**src/rtl/uart_rx_cfg.sv**
```systemverilog
// Oversampled UART receiver: runtime parity (none/even/odd), 1 or 2 stop bits, glitch/break aware.
// Latency: word appears on o_rx_valid the cycle after the final stop-bit sample stick.
// Backpressure: one-word holding register; a frame completing while it is still full is dropped and flagged on o_overrun.
module uart_rx_cfg #(
  parameter int SIZE_DATA   = 8,
  parameter int OVER_SAMPLE = 16,
  parameter int MID_SAMPLE  = 8
) (
  input  logic                 i_clk,
  input  logic                 i_rst_n,
  input  logic                 i_stick,
  input  logic                 i_rx_en,
  input  logic                 i_rx_serial,
  input  logic [1:0]           i_parity_mode,
  input  logic                 i_two_stop,
  input  logic                 i_rx_ready,
  output logic [SIZE_DATA-1:0] o_rx_data,
  output logic                 o_rx_valid,
  output logic                 o_parity_err,
  output logic                 o_frame_err,
  output logic                 o_overrun,
  output logic                 o_busy
);

  localparam int TW = $clog2(OVER_SAMPLE);
  localparam int BW = $clog2(SIZE_DATA);
  localparam logic [TW-1:0] TICK_LAST = TW'(OVER_SAMPLE - 1);
  localparam logic [TW-1:0] TICK_MID  = TW'(MID_SAMPLE - 1);
  localparam logic [BW-1:0] BIT_LAST  = BW'(SIZE_DATA - 1);
  localparam logic [1:0]    PAR_EVEN  = 2'b01;
  localparam logic [1:0]    PAR_ODD   = 2'b10;

  typedef enum logic [2:0] {
    IDLE,
    START,
    DATA,
    PARITY,
    STOP,
    BREAK
  } state_t;

  state_t                 state_q, state_d;
  logic                   rx_meta, rx_s;
  logic [TW-1:0]          tick_q, tick_d;
  logic [BW-1:0]          bit_q, bit_d;
  logic [SIZE_DATA-1:0]   shreg_q, shreg_d;
  logic                   perr_q, perr_d;
  logic                   ferr_q, ferr_d;
  logic [1:0]             mode_q, mode_d;
  logic                   two_stop_q, two_stop_d;
  logic                   stop2_q, stop2_d;
  logic                   complete;
  logic                   tick_last;
  logic                   par_en;

  assign tick_last = i_stick && (tick_q == TICK_LAST);
  assign par_en    = (mode_q == PAR_EVEN) || (mode_q == PAR_ODD);
  assign o_busy    = (state_q != IDLE);

  // Two-flop synchroniser for the asynchronous line; idles high so reset never fakes a start bit
  always_ff @(posedge i_clk) begin
    if (!i_rst_n) begin
      rx_meta <= 1'b1;
      rx_s    <= 1'b1;
    end else begin
      rx_meta <= i_rx_serial;
      rx_s    <= rx_meta;
    end
  end

  // Frame state register and per-frame working state
  always_ff @(posedge i_clk) begin
    if (!i_rst_n) begin
      state_q    <= IDLE;
      tick_q     <= '0;
      bit_q      <= '0;
      shreg_q    <= '0;
      perr_q     <= 1'b0;
      ferr_q     <= 1'b0;
      mode_q     <= 2'b00;
      two_stop_q <= 1'b0;
      stop2_q    <= 1'b0;
    end else begin
      state_q    <= state_d;
      tick_q     <= tick_d;
      bit_q      <= bit_d;
      shreg_q    <= shreg_d;
      perr_q     <= perr_d;
      ferr_q     <= ferr_d;
      mode_q     <= mode_d;
      two_stop_q <= two_stop_d;
      stop2_q    <= stop2_d;
    end
  end

  // Next-state logic: counters only move on stick cycles; framing options frozen at start detection
  always_comb begin
    state_d    = state_q;
    tick_d     = tick_q;
    bit_d      = bit_q;
    shreg_d    = shreg_q;
    perr_d     = perr_q;
    ferr_d     = ferr_q;
    mode_d     = mode_q;
    two_stop_d = two_stop_q;
    stop2_d    = stop2_q;
    complete   = 1'b0;
    case (state_q)
      IDLE: begin
        if (i_rx_en && !rx_s) begin
          state_d    = START;
          tick_d     = '0;
          mode_d     = i_parity_mode;
          two_stop_d = i_two_stop;
          perr_d     = 1'b0;
          ferr_d     = 1'b0;
          stop2_d    = 1'b0;
        end
      end
      START: begin
        if (i_stick) begin
          if (tick_q == TICK_MID) begin
            tick_d = '0;
            if (!rx_s) begin
              state_d = DATA;
              bit_d   = '0;
            end else begin
              // Line bounced back high before mid-bit: treat as noise
              state_d = IDLE;
            end
          end else begin
            tick_d = tick_q + 1'b1;
          end
        end
      end
      DATA: begin
        if (tick_last) begin
          tick_d  = '0;
          shreg_d = {rx_s, shreg_q[SIZE_DATA-1:1]};
          if (bit_q == BIT_LAST) begin
            state_d = par_en ? PARITY : STOP;
          end else begin
            bit_d = bit_q + 1'b1;
          end
        end else if (i_stick) begin
          tick_d = tick_q + 1'b1;
        end
      end
      PARITY: begin
        if (tick_last) begin
          tick_d  = '0;
          perr_d  = ((^shreg_q) ^ rx_s) != (mode_q == PAR_ODD);
          state_d = STOP;
        end else if (i_stick) begin
          tick_d = tick_q + 1'b1;
        end
      end
      STOP: begin
        if (tick_last) begin
          tick_d = '0;
          ferr_d = ferr_q | ~rx_s;
          if (two_stop_q && !stop2_q) begin
            stop2_d = 1'b1;
          end else begin
            complete = 1'b1;
            // A low line with a bad stop bit is a break: park until it releases
            state_d  = (ferr_d && !rx_s) ? BREAK : IDLE;
          end
        end else if (i_stick) begin
          tick_d = tick_q + 1'b1;
        end
      end
      BREAK: begin
        if (rx_s) begin
          state_d = IDLE;
        end
      end
      default: state_d = IDLE;
    endcase
  end

  // Output holding register: load on completion when empty or draining, otherwise drop and flag overrun
  always_ff @(posedge i_clk) begin
    if (!i_rst_n) begin
      o_rx_data    <= '0;
      o_rx_valid   <= 1'b0;
      o_parity_err <= 1'b0;
      o_frame_err  <= 1'b0;
      o_overrun    <= 1'b0;
    end else begin
      o_overrun <= 1'b0;
      if (complete) begin
        if (!o_rx_valid || i_rx_ready) begin
          o_rx_data    <= shreg_q;
          o_parity_err <= perr_q;
          o_frame_err  <= ferr_d;
          o_rx_valid   <= 1'b1;
        end else begin
          o_overrun <= 1'b1;
        end
      end else if (o_rx_valid && i_rx_ready) begin
        o_rx_valid <= 1'b0;
      end
    end
  end

endmodule

```
**config.mk**
```make
export PLATFORM = sky130hd
export DESIGN_NAME = uart_rx_cfg
export DESIGN_NICKNAME = d
export VERILOG_FILES = /design/src/rtl/uart_rx_cfg.sv
export SDC_FILE = /design/constraint.sdc
export NUM_CORES = 1
export LEC_CHECK = 0
export BUFFER_PORTS_ARGS = -buffer_cell sky130_fd_sc_hd__buf_2
export CORE_MARGIN = 2
export CORE_UTILIZATION = 50
export CTS_CLUSTER_SIZE = 25
export DETAILED_ROUTE_END_ITERATION = 8
export GPL_TIMING_DRIVEN = 0
export PLACE_DENSITY = 0.68
export SYNTH_ARGS = -nofsm -noshare
export SYNTH_HDL_FRONTEND = slang
export SYNTH_SLANG_ARGS = --single-unit
```
**constraint.sdc**
```tcl
create_clock -name i_clk -period 2.02 [get_ports i_clk]
set_input_delay 0.303 -clock i_clk [delete_from_list [all_inputs] [get_ports i_clk]]
set_output_delay 0.303 -clock i_clk [all_outputs]
set_load 0.02 [all_outputs]
```
==> results.yml, run 1 <==
floorplan:
  coreArea_um2: 3610
  core.rowCount: 22
  die-area_um2: 4210
  initial_utilization_pct: 51.4
  dieHeight_um: 64.9
  io_pins: 22
  die_x_um: 64.9
placed_design:
  place_inst: 288
  dpl-instance-area_um2: 2020
  post-place-ws_ps: -62.6
  dpl.hpwl_mm: 2.75
  port_buffers: 21
  gp_congestion: 0.868
finish:
  n_fill_cell: 353
  syn2layout_area_growth_pct: 16.2
  regArea_um2: 762
  n_antenna_cell: 0
  final_cells: 296
  final_cell_mix: "dfxtp_1, nand2_1, buf_2"
  final_common_cell: "dfxtp_1"
  nets: 261
  design_area_um2: 2150
  layout-drive-gt1-share_pct: 18.5
  multi_input_comb_area_um2: 1060
cts:
  cts_tree: "built"
  cts.sinks: 38
  cts_made_buffers: 5
  clk_latency_ps: 290
  cts-htree-levels: 2
  cts-root-buf: "clkbuf_8"
  cts.reportedPaths.clkPinSlew_ps: 70
  cts_hold_buf: 0
  clockBufferDepth: 2
setup_path:
  start_kind: "flip-flop"
  worstPathArrival_ps: 2130
  worstPathMaxFanout: 9
  end_kind: "flip-flop"
  critical_path_class: "reg -> reg"
  required_ps: 2230
timing:
  setup_viol: 0
  holdWs_ps: 186
  finalHoldViolCount: 0
  max_slew_margin_pct: 65.0
  tightest_slew_ps: 525
  final.setup_skew_ps: 6.00
  fin_ws_ps: 100
  fmax_ghz: 0.521
  final_max_slew_viol_count: 0
  fin_crit_sh_pct: 95.0
  min_period_ps: 1920
grt:
  grt-ovfl-total: 0
  grt_pass1_vias: 1385
  antenna_found_initial: 0
  grt_pass1_wl_mm: 6.47
  grt_max_degree: 12
  grt_use_total_pct: 20.2
route:
  via_per_inst: 5.52
  wl_per_cell_um: 13.4
  drt_iter0_markers: 74
  first_pass_iters: 4
  wl_mm: 3.96
  ant_nets: 0
  via_count: 1635
  post-route-drc-count: 0
logic_synthesis:
  ys_async_sr_fraction_pct: 0
  synth_cells: 219
  synth_area_um2: 1850
  synth_seq_cells: 38
  synth_nets: 232
  avgSynthCellArea_um2: 8.46
  yosysSeqAreaShare_pct: 41.1
  synth-edff-count: 0
  ys.warnings.count: 0
  yosysUniqueCellTypes: 43
  synthFlopType: "dfxtp_1"
flow_run:
  cap_violations: 0
outcome:
  status: "finished, final reports clean"
power:
  p_per_area_nw_per_um2: 731
  finalPower_w: 0.00157
  ir_worst_vdd_uv: 358
  power.leakage_nw: 0.879
min_path:
  hp-class: "in -> reg"
## power breakdown
| group | switching, W | internal (W) | total, W |
|---|---|---|---|
| Sequential | 0.0000121 | 0.000768 | 0.000780 |
| Clock | 0.000262 | 0.000232 | 0.000494 |
| Combinational | 0.000192 | 0.000108 | 0.000300 |
## state kept, by name, indices dropped and copies added (netlist names), 2 cells and up
| signal | count |
|---|---|
| bit_q | 3 |
| mode_q | 2 |
| o_rx_data | 8 |
| shreg_q | 8 |
| state_q | 3 |
| tick_q | 4 |
## metal layers
layer / share of wire, % / global-route usage [%]
met1: 48 / 27.3
met2: 44 / 29.1
met3: 6.2 / 5.73
met4: 1.6 / 10.6
met5: 0 / 0
## cell usage after synthesis (all sizes together) (2+ instances only)
master,n,area [µm²]
clkbuf,11,41.3
o32ai,2,17.5
nor2,17,66.3
inv,5,18.8
nand2b,6,37.5
nor2b,4,25.0
nor3,4,20.0
o311ai,2,17.5
o221ai,2,17.5
or3b,3,26.3
buf,2,12.5
o21ai,7,35.0
ha,4,50.1
nand4,4,25.0
a21oi,20,100
a2bb2oi,2,17.5
nand3,8,40.0
dfxtp,38,761
mux2i,12,120
o211ai,2,15.0
nand2,34,128
nor4b,2,17.5
nand3b,2,15.0
xnor2,7,61.3
and3,4,25.0
## worst max-delay path, stage by stage, from the launching register on
cell and delay [ps]:
dfxtp_1 300, clkbuf_1 220, or4b_2 770, nor2_4 230, o221ai_1 170, a21oi_1 150
## layout make-up
cell class / count / share of cell area [%]
Buffer: 11 / 2.27
Clock buffer: 5 / 3.20
Clock inverter: 2 / 0.465
Inverter: 5 / 0.872
Multi-Input combinational cell: 163 / 49.1
Sequential cell: 38 / 35.4
Tap cell: 48 / 2.79
Timing Repair Buffer: 24 / 5.93
## what timing repair did
action                     CTS  global route
setup endpoints to repair   11            27
pin swaps                    1             2
cloned                       0             0
buffers inserted             2             1
gates resized for setup      0            11
## stage by stage
stage	utilization, %	TNS [ps]
6_report	59.7	0
5_1_grt	59.7	-9.75
4_1_cts	58.5	0
3_5_place_dp	55.9	-554
3_3_place_gp	55.9	-724
2_1_floorplan	-	0
## final timing paths
kind                           start                      to  slack [ps]  depth (start not counted)
setup / recovery     rx_s$_SDFF_PN1_  tick_q[0]$_SDFFE_PN0P_         100                          5
hold / removal           i_rx_serial      rx_meta$_SDFF_PN1_         190                          2
setup reg to reg     rx_s$_SDFF_PN1_  tick_q[0]$_SDFFE_PN0P_         100                          5
hold reg to reg   rx_meta$_SDFF_PN1_         rx_s$_SDFF_PN1_         420                          1
## logic make-up after synthesis
family | after synthesis | share of synthesized area, %
AOI/OAI and AO/OA | 42 | 14.3
xor gates and xnor gates | 8 | 4.53
adders and majority gates | 4 | 2.70
buffers and inverters | 18 | 3.92
muxes | 13 | 7.09
DFF | 38 | 41.1
and+or+nand+nor | 96 | 26.4
Note: power is estimated with default switching activity, not from simulation.
==> inputs of run 2 (changes only) <==
==> constraint.sdc (replaced) <==
create_clock -name i_clk -period 2.02 [get_ports i_clk]
set_input_delay 0.101 -clock i_clk [delete_from_list [all_inputs] [get_ports i_clk]]
set_output_delay 0.101 -clock i_clk [all_outputs]
set_load 0.02 [all_outputs]
==> run 2 against run 1 <==
First-iteration DRC count unchanged. Sequential share of layout area down 0.16 points. Total power up 0.12%. Clock power about the same. Fmax down 0.15%.
==> results.yml, run 2 (synthesized netlist as in run 1, its figures left out) <==
cts:
  cts.sinks: 38
  cts-htree-levels: 2
  clockBufferDepth: 2
  cts_tree: "built"
  cts_made_buffers: 5
  clk_latency_ps: 290
  cts.reportedPaths.clkPinSlew_ps: 80
  cts-root-buf: "clkbuf_8"
setup_path:
  required_ps: 2250
  critical_path_class: "reg -> reg"
  start_kind: "flip-flop"
  end_kind: "flip-flop"
  worstPathMaxFanout: 6
  worstPathArrival_ps: 2150
route:
  post-route-drc-count: 0
  wl_per_cell_um: 13.4
  via_count: 1636
  via_per_inst: 5.51
  first_pass_iters: 5
  wl_mm: 3.99
  drt_iter0_markers: 74
  ant_nets: 0
timing:
  tightest_slew_ps: 521
  fin_crit_sh_pct: 95.2
  holdWs_ps: 44.8
  fin_ws_ps: 97.4
  tns_ps: 0
  fmax_ghz: 0.520
  final_max_slew_viol_count: 0
  min_period_ps: 1920
  setup_viol: 0
  finalHoldViolCount: 0
  max_slew_margin_pct: 65.2
  final.setup_skew_ps: 6.00
grt:
  grt-ovfl-total: 0
  grt_pass1_vias: 1391
  antenna_found_initial: 0
  grt_use_total_pct: 20.3
  grt_pass1_wl_mm: 6.50
  grt_max_degree: 12
finish:
  final_cell_mix: "dfxtp_1, nand2_1, buf_2"
  final_common_cell: "dfxtp_1"
  top_regs: "o_rx_data x8, shreg_q x8, tick_q x4"
  n_fill_cell: 352
  layout-drive-gt1-share_pct: 18.5
  n_antenna_cell: 0
  nets: 262
  final_cells: 297
  postLayoutCoreUtil_pct: 60.0
  syn2layout_area_growth_pct: 16.8
placed_design:
  gp_congestion: 0.868
  place_inst: 288
  post-place-ws_ps: -62.6
  port_buffers: 21
  dpl.hpwl_mm: 2.75
floorplan:
  coreArea_um2: 3610
  die_x_um: 64.9
  initial_utilization_pct: 51.4
  dieHeight_um: 64.9
  core.rowCount: 22
  io_pins: 22
  die-area_um2: 4210
min_path:
  hp-class: "in -> reg"
power:
  p_per_area_nw_per_um2: 729
  ir_worst_vdd_uv: 358
  power.leakage_nw: 0.883
flow_run:
  cap_violations: 0
outcome:
  status: "finished, final reports clean"
run 2: timing repair:
item | CTS | global route
gates resized for setup | 0 | 11
setup buffers | 2 | 1
hold buffers | 1 | 0
endpoints found under the setup margin | 11 | 27
pin swaps | 1 | 2
hold endpoints to repair | 1 | 0
run 2: cell type report:
cell class / count / area (µm²) / share of cell area [%]
multi-input combinational: 163 / 1060 / 48.8
sequential: 38 / 762 / 35.2
timing repair buffer: 25 / 138 / 6.37
clock buffer: 5 / 68.8 / 3.18
tap: 48 / 60.1 / 2.78
buffer: 11 / 48.8 / 2.26
inverter: 5 / 18.8 / 0.868
clock inverter: 2 / 10.0 / 0.463
run 2: worst paths after layout:
check                                             from                       end  depth (start not counted)  slack (ps)
worst min-delay path                  i_parity_mode[0]    mode_q[0]$_SDFFE_PN0P_                          3          40
worst max-delay path            tick_q[1]$_SDFFE_PN0P_  o_frame_err$_SDFFE_PN0P_                          5         100
worst max register to register  tick_q[1]$_SDFFE_PN0P_  o_frame_err$_SDFFE_PN0P_                          5         100
worst min register to register      rx_meta$_SDFF_PN1_           rx_s$_SDFF_PN1_                          1         420
run 2: routing by layer:
metal  global-route usage (%)  vias up  wire (µm)  part of all wire [%]
li1                         -      833          -                     -
met4                     10.6        0         74                   1.9
met2                     29.1       43       1770                    44
met1                     27.5      753       1920                    48
met3                     5.73        7        228                   5.7
met5                        0        -          0                     0
run 2: report_power, final:
part / switching (W) / internal, W / total, W
sequential: 0.0000122 / 0.000768 / 0.000780
combinational: 0.000191 / 0.000110 / 0.000301
clock: 0.000263 / 0.000232 / 0.000495
total: 0.000467 / 0.00111 / 0.00158
run 2: per-stage QoR:
step	power, W	instance area, µm²
CTS	0.00158	2120
global route	0.00165	2160
detailed placement	0.00108	2020
global placement	0.00108	2020
finish	0.00158	2160
floorplan	0.00101	1850
run 2: worst max-delay path, stage by stage, from the launching register on:
cell,delay (ps)
dfxtp_1,420
ha_4,190
nand4_1,220
or4_4,550
or3_1,380
a21oi_1,120
==> inputs of run 3 (changes only) <==
--- a/config.mk
+++ b/config.mk
@@ -7,11 +7,11 @@
 export LEC_CHECK = 0
 export BUFFER_PORTS_ARGS = -buffer_cell sky130_fd_sc_hd__buf_2
 export CORE_MARGIN = 2
-export CORE_UTILIZATION = 50
+export CORE_UTILIZATION = 57
 export CTS_CLUSTER_SIZE = 25
 export DETAILED_ROUTE_END_ITERATION = 8
 export GPL_TIMING_DRIVEN = 0
-export PLACE_DENSITY = 0.68
+export PLACE_DENSITY = 0.76
 export SYNTH_ARGS = -nofsm -noshare
 export SYNTH_HDL_FRONTEND = slang
 export SYNTH_SLANG_ARGS = --single-unit
==> run 3 against run 2 <==
Worst setup slack got worse by 27 ps. Register-to-register slack got worse by 30 ps. Cell count rose by 0.34%. Final area fell by 0.81%. Worst hold slack improved by 58 ps. Global-route usage rose by 2.0 points. Via count rose by 0.86%. Fmax fell by 1.4%. Critical path type unchanged. Critical endpoint is now o_rx_data[7]$_SDFFE_PN0P_. Highest routed layer unchanged.
==> results.yml, run 3 (synthesized netlist as in run 1, its figures left out) <==
route:
  wl_per_cell_um: 13.2
  wl_mm: 3.92
  drt_iter0_markers: 83
  post-route-drc-count: 0
  ant_nets: 0
  first_pass_iters: 4
  via_per_inst: 5.54
  via_count: 1650
grt:
  antenna_found_initial: 0
  grt_max_degree: 12
  grt_use_total_pct: 22.3
  grt_pass1_wl_mm: 6.12
  grt_pass1_vias: 1362
  grt-ovfl-total: 0
setup_path:
  worstPathMaxFanout: 10
  slowest_delay_ps: 540
  timing.rr.end: "o_rx_data[7]$_SDFFE_PN0P_"
  critical_path_class: "reg -> reg"
  r2r_setup_slack_ps: 70
  crit_chain: "ha_2, nand4_1, or4_1, buf_4, mux2i_1, nor2_1"
  end_kind: "flip-flop"
  worst_r2r_path_depth: 6
  regToRegStartpoint: "tick_q[1]$_SDFFE_PN0P_"
  critPathSlowestCell: "or4_1"
  required_ps: 2240
  start_kind: "flip-flop"
  worstPathArrival_ps: 2170
finish:
  n_fill_cell: 285
  nets: 267
  layout-drive-gt1-share_pct: 17.3
  final_cell_mix: "dfxtp_1, nand2_1, buf_2"
  syn2layout_area_growth_pct: 15.8
  top_regs: "o_rx_data x8, shreg_q x8, tick_q x4"
  n_antenna_cell: 0
  final_common_cell: "dfxtp_1"
floorplan:
  die-area_um2: 3720
  coreArea_um2: 3080
  initial_utilization_pct: 60.2
  dieHeight_um: 61.0
  io_pins: 22
  core.rowCount: 20
  die_x_um: 61.0
power:
  p_switching_w: 0.000446
  pwr-share-comb_pct: 20.5
  power.internal_w: 0.00101
  p_per_area_nw_per_um2: 677
  ir_worst_vdd_uv: 423
  power.leakage_nw: 0.883
  p_sw_share_pct: 30.7
  p_seq_share_pct: 53.7
  power_frac_clock_pct: 25.8
  finalPower_w: 0.00145
cts:
  cts_tree: "built"
  cts.reportedPaths.clkPinSlew_ps: 110
  cts_made_buffers: 5
  clockBufferDepth: 2
  cts-root-buf: "clkbuf_4"
  cts.sinks: 38
  clk_latency_ps: 340
  cts-htree-levels: 2
timing:
  max_slew_margin_pct: 66.6
  tightest_slew_ps: 499
  fmax_ghz: 0.513
  holdWs_ps: 103
  final_max_slew_viol_count: 0
  final.setup_skew_ps: 6.92
  rsz0062_at_grt: "true"
  fin_crit_sh_pct: 96.5
  min_period_ps: 1950
  setup_viol: 0
  finalHoldViolCount: 0
min_path:
  hp-class: "in -> reg"
  whs_endpoint: "o_rx_valid$_SDFFE_PN0P_"
  min_from: "i_rx_ready"
  hold_depth: 4
outcome:
  status: "finished, final reports clean"
placed_design:
  gp_congestion: 0.830
  dpl.hpwl_mm: 2.79
  port_buffers: 21
flow_run:
  cap_violations: 0
[run 3: how the worst max path moves through the flow]
stage,start,end,slack (ps),cells past startpoint
after floorplan,tick_q[0]$_SDFFE_PN0P_,o_frame_err$_SDFFE_PN0P_,200,5
after detailed placement,tick_q[0]$_SDFFE_PN0P_,o_rx_data[7]$_SDFFE_PN0P_,-80,6
after CTS,tick_q[0]$_SDFFE_PN0P_,o_rx_data[7]$_SDFFE_PN0P_,30,6
after global routing,state_q[2]$_SDFFE_PN0P_,shreg_q[4]$_SDFFE_PN0P_,-9,7
after global placement,tick_q[0]$_SDFFE_PN0P_,state_q[2]$_SDFFE_PN0P_,-80,5
final,tick_q[1]$_SDFFE_PN0P_,o_rx_data[7]$_SDFFE_PN0P_,70,6
[run 3: critical path, delay by kind of cell, from the launching register on]
kind                       cells  cell delay, ps
adders and majority gates      1             230
buffers and inverters          1             210
DFF                            1             380
muxes                          1             190
and+or+nand+nor                3             810
[run 3: what timing repair did]
action | 4_1_cts | 5_1_grt
endpoints found under the setup margin | 11 | 17
pin swaps | 1 | 1
cloned | 0 | 0
gates resized for setup | 1 | 7
buffers inserted | 2 | 1
hold buffers | 4 | 0
endpoints found under the hold margin | 4 | 0
[run 3: stage by stage]
step	util [%]	cells	setup WS, ps	TNS, ps	instance area [µm²]
3_5_place_dp	65.4	284	-80.5	-449	2010
2_1_floorplan	-	219	196	0	1850
4_1_cts	68.7	297	30.7	0	2110
3_3_place_gp	65.4	284	-79.8	-416	2010
6_report	69.7	298	70.3	0	2140
5_1_grt	69.7	298	-8.58	-8.58	2140
[run 3: power by group through the flow]
stage	clock (W)	sequential, W	combinational [W]
after global placement	0	0.000795	0.000279
after global routing	0.000409	0.000783	0.000332
after floorplan	0	0.000793	0.000214
final	0.000374	0.000780	0.000298
after detailed placement	0	0.000796	0.000280
after CTS	0.000377	0.000779	0.000288
[run 3: cell type report]
class / count / area [µm²] / area share (%)
inverters: 5 / 18.8 / 0.875
flip-flops and latches: 38 / 762 / 35.5
repair buffers: 28 / 168 / 7.82
clock buffers: 5 / 37.5 / 1.75
multi-input cells: 163 / 1040 / 48.4
clock inverters: 2 / 10.0 / 0.467
well taps: 44 / 55.1 / 2.57
plain buffers: 13 / 56.3 / 2.63
[run 3: per-layer routing]
layer	vias up	GRT usage, %	wire length (µm)
met5	-	0	0
met4	0	6.52	45
met3	6	5.12	168
met2	42	34.3	1700
met1	762	31.5	2000
li1	840	-	-
